**src/rtl/dmem_lsu.sv**
```systemverilog
// dmem_lsu: load/store unit between the RV32I core data port and a
// handshaked word bus. It generates byte-lane strobes and lane-replicated
// store data, sign/zero-extends load data, rejects misaligned or illegal
// accesses, and stalls the core until the bus access completes.
// Optional bus watchdog: define DMEM_TIMEOUT_EN to abort after
// TIMEOUT_CYCLES bus-wait cycles.
module dmem_lsu #(
  parameter int unsigned TIMEOUT_CYCLES = 255
) (
  input  logic        clock,
  input  logic        reset,
  input  logic        mem_re,
  input  logic        mem_we,
  input  logic [2:0]  funct3,
  input  logic [31:0] addr,
  input  logic [31:0] wdata,
  output logic [31:0] rdata,
  output logic        stall,
  output logic        misalign,
  output logic        bus_err,
  output logic        bus_req,
  output logic        bus_we,
  output logic [31:0] bus_addr,
  output logic [3:0]  bus_wstrb,
  output logic [31:0] bus_wdata,
  input  logic [31:0] bus_rdata,
  input  logic        bus_ack
);

  typedef enum logic [1:0] {S_IDLE, S_BUSY, S_DONE} state_t;

  state_t      state;
  logic [2:0]  acc_f3;
  logic [1:0]  acc_off;

  logic        req;
  logic        is_store;
  logic        legal;
  logic        aligned;
  logic [3:0]  st_strb;
  logic [31:0] st_data;
  logic [7:0]  ld_byte;
  logic [15:0] ld_half;
  logic [31:0] ld_ext;
  logic        timeout_hit;

  // Core is held while a request waits in IDLE and for the whole bus wait
  assign stall = ((state == S_IDLE) & (mem_re | mem_we)) | (state == S_BUSY);

  // Decode request: a simultaneous load and store is treated as a store
  always_comb begin
    req      = mem_re | mem_we;
    is_store = mem_we;
    legal    = 1'b0;
    aligned  = 1'b1;
    case (funct3)
      3'b000: legal = 1'b1;
      3'b001: begin
        legal   = 1'b1;
        aligned = ~addr[0];
      end
      3'b010: begin
        legal   = 1'b1;
        aligned = (addr[1:0] == 2'b00);
      end
      3'b100: legal = ~is_store;
      3'b101: begin
        legal   = ~is_store;
        aligned = ~addr[0];
      end
      default: legal = 1'b0;
    endcase
  end

  // Store lane strobes and data replicated across all lanes of that size
  always_comb begin
    st_strb = 4'b1111;
    st_data = wdata;
    case (funct3[1:0])
      2'b00: begin
        st_strb = 4'b0001 << addr[1:0];
        st_data = {4{wdata[7:0]}};
      end
      2'b01: begin
        st_strb = 4'b0011 << {addr[1], 1'b0};
        st_data = {2{wdata[15:0]}};
      end
      default: begin
        st_strb = 4'b1111;
        st_data = wdata;
      end
    endcase
  end

  // Load lane select and extension from the latched size/offset
  always_comb begin
    ld_byte = bus_rdata[{acc_off, 3'b000} +: 8];
    ld_half = bus_rdata[{acc_off[1], 4'b0000} +: 16];
    case (acc_f3)
      3'b000:  ld_ext = {{24{ld_byte[7]}}, ld_byte};
      3'b100:  ld_ext = {24'h000000, ld_byte};
      3'b001:  ld_ext = {{16{ld_half[15]}}, ld_half};
      3'b101:  ld_ext = {16'h0000, ld_half};
      default: ld_ext = bus_rdata;
    endcase
  end

`ifdef DMEM_TIMEOUT_EN
  localparam int unsigned CNT_W = (TIMEOUT_CYCLES > 255) ? $clog2(TIMEOUT_CYCLES + 1) : 8;
  localparam logic [CNT_W-1:0] CNT_LAST = CNT_W'(TIMEOUT_CYCLES - 1);

  logic [CNT_W-1:0] wait_cnt;

  // Bus-wait counter: zero outside BUSY, counts BUSY cycles without ack
  always_ff @(posedge clock or posedge reset) begin
    if (reset) begin
      wait_cnt <= '0;
    end else if (state != S_BUSY) begin
      wait_cnt <= '0;
    end else if (!bus_ack) begin
      wait_cnt <= wait_cnt + CNT_W'(1);
    end
  end

  // Expiry on the cycle that would make the count reach TIMEOUT_CYCLES
  assign timeout_hit = (wait_cnt == CNT_LAST);
`else
  // Watchdog absent: BUSY waits indefinitely for the ack
  assign timeout_hit = 1'b0;

  // TIMEOUT_CYCLES is accepted but has no effect in this build
  if (TIMEOUT_CYCLES == 0) begin : g_timeout_unused
  end
`endif

  // Access sequencer: launch in IDLE, wait for ack in BUSY, one DONE cycle
  always_ff @(posedge clock or posedge reset) begin
    if (reset) begin
      state     <= S_IDLE;
      bus_req   <= 1'b0;
      bus_we    <= 1'b0;
      bus_wstrb <= 4'b0000;
      bus_addr  <= 32'h0;
      bus_wdata <= 32'h0;
      misalign  <= 1'b0;
      bus_err   <= 1'b0;
      rdata     <= 32'h0;
      acc_f3    <= 3'b000;
      acc_off   <= 2'b00;
    end else begin
      case (state)
        S_IDLE: begin
          misalign <= 1'b0;
          bus_err  <= 1'b0;
          if (req) begin
            if (legal && aligned) begin
              bus_req   <= 1'b1;
              bus_we    <= is_store;
              bus_addr  <= {addr[31:2], 2'b00};
              bus_wstrb <= is_store ? st_strb : 4'b0000;
              bus_wdata <= st_data;
              acc_f3    <= funct3;
              acc_off   <= addr[1:0];
              state     <= S_BUSY;
            end else begin
              misalign <= 1'b1;
              rdata    <= 32'h0;
              state    <= S_DONE;
            end
          end
        end
        S_BUSY: begin
          if (bus_ack) begin
            bus_req   <= 1'b0;
            bus_we    <= 1'b0;
            bus_wstrb <= 4'b0000;
            if (!bus_we) begin
              rdata <= ld_ext;
            end
            state <= S_DONE;
          end else if (timeout_hit) begin
            bus_req   <= 1'b0;
            bus_we    <= 1'b0;
            bus_wstrb <= 4'b0000;
            bus_err   <= 1'b1;
            rdata     <= 32'h0;
            state     <= S_DONE;
          end
        end
        S_DONE: begin
          misalign <= 1'b0;
          bus_err  <= 1'b0;
          state    <= S_IDLE;
        end
        default: state <= S_IDLE;
      endcase
    end
  end

endmodule

```
**config.mk**
```make
export PLATFORM = sky130hd
export DESIGN_NAME = dmem_lsu
export DESIGN_NICKNAME = d
export VERILOG_FILES = /design/src/rtl/dmem_lsu.sv
export SDC_FILE = /design/constraint.sdc
export NUM_CORES = 1
export LEC_CHECK = 0
export ABC_AREA = 1
export CORE_UTILIZATION = 35
export CTS_BUF_LIST = sky130_fd_sc_hd__clkbuf_4
export DETAILED_ROUTE_END_ITERATION = 10
export PLACE_DENSITY_LB_ADDON = 0.05
export RECOVER_POWER = 25
export SYNTH_ARGS = -nofsm -noshare
export SYNTH_HDL_FRONTEND = slang
export SYNTH_SLANG_ARGS = --single-unit
```
**constraint.sdc**
```tcl
create_clock -name clock -period 3.98 [get_ports clock]
set_input_delay 0.398 -clock clock [delete_from_list [all_inputs] [get_ports clock]]
set_output_delay 0.398 -clock clock [all_outputs]
set_load 0.01 [all_outputs]
```
== Word level (Yosys, flattened, before mapping) ==
Cells that the tools add are included.

* $add $sub $neg: 0
* Multiply operators: 0
* Divide/modulo/power cells: 0
* $lt $le $gt $ge: 0
* Equality and inequality tests: 15
* Shifts and indexed selects: 4
* Multiplexer cells: 29
* Bitwise logic cells: 5
* Reduce and logical (&&, ||, !) cells: 15

{| class="wikitable"
|+ Operators with widths
! operator !! count
|-
| $mux 32 || 4
|-
| $pmux 32 s2 || 2
|-
| $pmux 32 s4 || 1
|-
| $shiftx 32x6->16 || 1
|-
| $shiftx 32x6->8 || 1
|-
| $mux 4 || 4
|-
| $pmux 4 s2 || 2
|-
| $eq 3x3->1 const B || 4
|-
| $pmux 1 s2 || 5
|-
| $ne 2x2->1 const B || 4
|-
| $mux 1 || 7
|-
| $eq 3x1->1 const B || 2
|-
| $logic_not 2->1 || 3
|-
| $logic_not 3->1 || 2
|-
| $mux 2 || 3
|-
| $reduce_and 5->1 || 1
|-
| $eq 2x1->1 const B || 2
|-
| $pmux 2 s2 || 1
|-
| $reduce_and 4->1 || 1
|-
| $reduce_bool 2->1 || 2
|-
| $reduce_or 2->1 || 2
|-
| $shl 1x2->4 const A || 1
|-
| $shl 2x2->4 const A || 1
|-
| $eq 3x2->1 const B || 1
|-
| 9 further kinds || 11
|}

* Register bits: 108
* Latch bits: 0
* RAM bits: 0
* Memory bits (read-only): 0
* Bits of input ports: 104
* Output and inout port bits: 105
* Word-level logic and storage cells: 78
* Memories: 0

== Longest topological paths before layout ==
* Depth in word-level cells: 7
* Depth in mapped cells: 13
* Mapped depth without buffers: 10

== Worst setup path before layout ==
Ideal clock, no wire load.

* Path type: input-to-reg
* Start point: input funct3[1]
* End point: register bus_wdata[10]
* Setup time: 0.130 ns
* Data arrival time: 1.386 ns
* Path slack: 2.464 ns
* Stages on the path: 13
* Path buffers: 3
* Cells stage by stage: buf_6 -> inv_2 -> nand2_2 -> nand2_1 -> nand2_1 -> nand2_1 -> nand2_1 -> inv_2 -> nand2_2 -> buf_6 -> buf_6 -> nand2_1 -> o21ai_1

* Cells in the longest elaborated chain, start to end: 5
* Elaborated cells between the ends (all ways): 15

{| class="wikitable"
|+ Ends and longest elaborated chain
! element !! RTL line !! RTL
|-
| start: declaration || 14 || <nowiki>input logic [2:0] funct3,</nowiki>
|-
| $eq 3x2->1, or another cell as far along || 56 || <nowiki>case (funct3)</nowiki>
|-
| $reduce_or 3->1 (no line) or $reduce_or 2->1 (tied branches) || n/a ||
|-
| $pmux 1 s2 || 56 ||
|-
| $logic_and 1x1->1 || 156 || <nowiki>if (legal && aligned) begin</nowiki>
|-
| $reduce_and 3->1 (no line) || n/a ||
|-
| end signal: assignment || 161 || <nowiki>bus_wdata <= st_data;</nowiki>
|-
| end: declaration || 25 || <nowiki>output logic [31:0] bus_wdata,</nowiki>
|}

Parallel ways exist; a longest one is shown, timed or not.
A chain may end at the register's enable or synchronous reset.

== Final worst setup path ==
* Start point: register acc_f3[1]
* End point: register rdata[27]

* Cells in the longest elaborated chain, start to end: 5
* Elaborated cells between the ends (all ways): 8

{| class="wikitable"
|+ Ends and longest elaborated chain
! element !! RTL line !! RTL
|-
| start: declaration || 33 || <nowiki>logic [2:0] acc_f3;</nowiki>
|-
| start signal: assignment || 162 || <nowiki>acc_f3 <= funct3;</nowiki>
|-
| $eq 3x3->1, or another cell as far along || 99 || <nowiki>case (acc_f3)</nowiki>
|-
| $pmux 32 s4 (*) || 99 ||
|-
| $mux 32 (*) || 177 || <nowiki>if (!bus_we) begin</nowiki>
|-
| $mux 32 (*) || 173 || <nowiki>if (bus_ack) begin</nowiki>
|-
| $pmux 32 s2 (*) || 151 || <nowiki>case (state)</nowiki>
|-
| end signal: assignment || 178 || <nowiki>rdata <= ld_ext;</nowiki>
|-
| end: declaration || 17 || <nowiki>output logic [31:0] rdata,</nowiki>
|}

Mark *: on every way between the ends. The rest lies on a longest branch, timed or not. The select of a mux whose other input is x is not followed.

==> results.txt <==
Layout cells sized above 1: 3.93%
1st-pass router iterations: 8
Final min period: 3.02 ns
Slew @ Worst Pin: 2.55 ns
Most common cell after layout, fill and taps aside: nand2_1
CP max FO: 32
Tcrit/Tclk final: 76.0%
Number of antenna diodes: 0
Sequential cell area: 2700 sq um
I/O pin cnt: 209
Final #Nets: 990
Site Rows: 44
Critical Path, Cell by Cell: inv_1, nand2_1, nor2_1, nand2_2, nand2_2, nand2_1, o21ai_0
Failing checks: DRC, capacitance limit, slew limit
Clock sinks: 108
Die Area: 15700 sq um
Flop pwr share: 36.6%
Ys Warns: 0
Sw Share: 40.0%
Comb power frac: 49.4%
WP buf/inv: 1
Fin cells: 1075
GR Util All Layers: 21.3%
Root Driver: clkbuf_4
CTS resizes: 0
IR drop worst, VDD: 312 uV
CP Capture Type: register
Cell Count Post-Placement: 1059
Total Power: 5.19 mW
Via count: 5212
Fillers: 1442
P_sw: 2.07 mW
Yosys reg bits: 108
Pwr dens: 684 nW/um^2
TritonCTS clock tree: built
Worst-case clock buffer depth: 2
CTS Hold Bufs: 0
Post-synthesis cell type count: 25
Vias in the first global route: 5268
Final HPWL DP: 11.4 mm
Crit Path Class: register to register
Top cells by area, synth: dfrtp_1 (51%), nand2_1 (19%), nand3_1 (4.5%)
Port Buffers: 205
Relative slew slack: -71.0%
GRT overflow: 0
Worst Setup SP: acc_f3[1]
Synthesized instance count: 708
Num CTS Buffers: 9
Max-cap violations: 1
Max Freq: 331 MHz
Core Util, Final: 51.6%
CP peak stage delay: 0.81 ns
Starting density of the core: 36.2%
Internal power: 3.11 mW
Clock slew at reported path FFs: 0.17 ns
Die Width: 125 um
Worst Hold Class: input pin to register
Drc violations: 15
Clk_skew: 0.0115 ns
Synthesis-to-layout area growth: 42.7%
Arrival time at the worst endpoint: 3.42 ns
Most frequent cells in the layout: nand2_1 (270), clkdlybuf4s50_1 (204), dfrtp_1 (108), nor2_1 (55), nand3_1 (48)
Core box area: 14700 sq um
Power share of the clock group: 13.9%
Mean number of vias per cell: 4.85
Final Setup Violations: 0
Critical Path RT: 4.37 ns
WL per Instance: 15.0 um
Sequential share of the synthesized area: 50.8%
Routed Wire Length: 16.1 mm
Clock H-tree levels: 3
Leakage: 3.60 nW
Post-CTS Setup Inserts: 0
Clk_lat worst skew: 0.46 ns
Number of DRC markers in iteration 0: 286
Die Height: 125 um
Area taken by multi-input logic gates: 2220 sq um
CP Launch Type: register
First-pass GRT wire length: 26.4 mm
Final GP Congestion: 0.851
Synthesized area: 5320 sq um
Initial antenna violation count: 0
Largest net degree at the start of global routing: 106
Reg2reg start: acc_f3[1]
TNS Setup: 0 ns
Hold Fails Final Rpt: 0
Status: finished, violations left
Slowest-stage cell, CP: inv_1
Hold path startpoint: addr[14]
Top delay family on crit path: simple AND/OR/NAND/NOR gates
Synth Area per Inst: 7.51 sq um
Area leader, netlist: dfrtp_1
RSZ-0062 raised after global routing: false
Final slew viol count: 59
Yosys top cell area share: 50.8%
Antenna Violating Nets Remaining: 0
-- worst register-to-register path, cell delays in order, from the launching register on --
cell     delay [ns]
dfrtp_1        0.67
inv_1          0.81
nand2_1        0.50
nor2_1         0.23
nand2_2        0.20
nand2_2        0.30
nand2_1        0.09
o21ai_0        0.16
-- per-layer routing --
layer / routed length, um / up-vias / share of wire [%] / global-route usage (%)
met1: 6940 / 2425 / 43 / 26.1
met2: 7570 / 161 / 47 / 35.1
met3: 1230 / 23 / 7.6 / 6.16
li1: - / 2603 / - / -
met4: 367 / 0 / 2.3 / 8.61
met5: 0 / - / 0 / 0
-- flip-flops by register name, indices dropped and copies added, names as in the netlist --
register and cells:
misalign 1, state 2, bus_wdata 32, bus_wstrb 4
bus_we 1, rdata 32, bus_addr 30, acc_f3 3
bus_req 1, acc_off 2
-- kinds of logic after synthesis --
kind of cell / count (synthesis) / synth area share (%)
mux: 1 / 0.188
flops: 108 / 50.8
compound gates: 128 / 12.3
other cells: 1 / 0.0705
simple gates: 384 / 28.8
buf+inv: 86 / 7.76
-- worst paths after layout --
kind / endpoint / slack, ns / cells past startpoint
max in group asynchronous: rdata[11] / 1.28 / 3
hold reg to reg: bus_wdata[7] / 0.49 / 2
hold / removal: bus_addr[14] / 0.47 / 3
setup / recovery: rdata[27] / 0.96 / 7
setup reg to reg: rdata[27] / 0.96 / 7
min in group asynchronous: bus_addr[14] / 1.07 / 2
-- layout make-up --
| type | count | share of cell area [%] |
|---|---|---|
| multi-input combinational | 516 | 29.3 |
| tap | 184 | 3.03 |
| sequential | 108 | 35.6 |
| timing repair buffer | 210 | 27.5 |
| clock inverter | 6 | 1.57 |
| inverter | 41 | 2.04 |
| clock buffer | 10 | 0.989 |
-- synth_stat cells (all sizes together) --
master / count
a21oi: 40
clkbuf: 21
o22ai: 2
nand3b: 1
nand3: 48
conb: 1
a21boi: 1
buf: 24
nand4: 4
o21ai: 82
inv: 41
mux2i: 1
nor3: 1
a211oi: 3
nand2: 275
nor2: 55
dfrtp: 108
-- power groups by stage --
stage / combinational [mW] / clock, mW / sequential [mW]
6_report: 2.56 / 0.723 / 1.90
5_1_grt: 2.86 / 0.784 / 1.97
4_1_cts: 2.60 / 0.754 / 1.90
3_5_place_dp: 2.59 / 0 / 1.92
3_3_place_gp: 2.57 / 0 / 1.92
2_1_floorplan: 1.19 / 0 / 2.03
-- metrics by stage --
| stage | hold slack [ns] | setup slack, ns | area, sq um |
|---|---|---|---|
| 2_1_floorplan | 0.459 | 0.736 | 5330 |
| 3_3_place_gp | 0.454 | 1.00 | 7400 |
| 3_5_place_dp | 0.459 | 0.908 | 7400 |
| 4_1_cts | 0.377 | 0.978 | 7600 |
| 5_1_grt | 0.444 | 0.547 | 7590 |
| 6_report | 0.467 | 0.956 | 7590 |
Note: power is estimated with default switching activity, not from simulation.
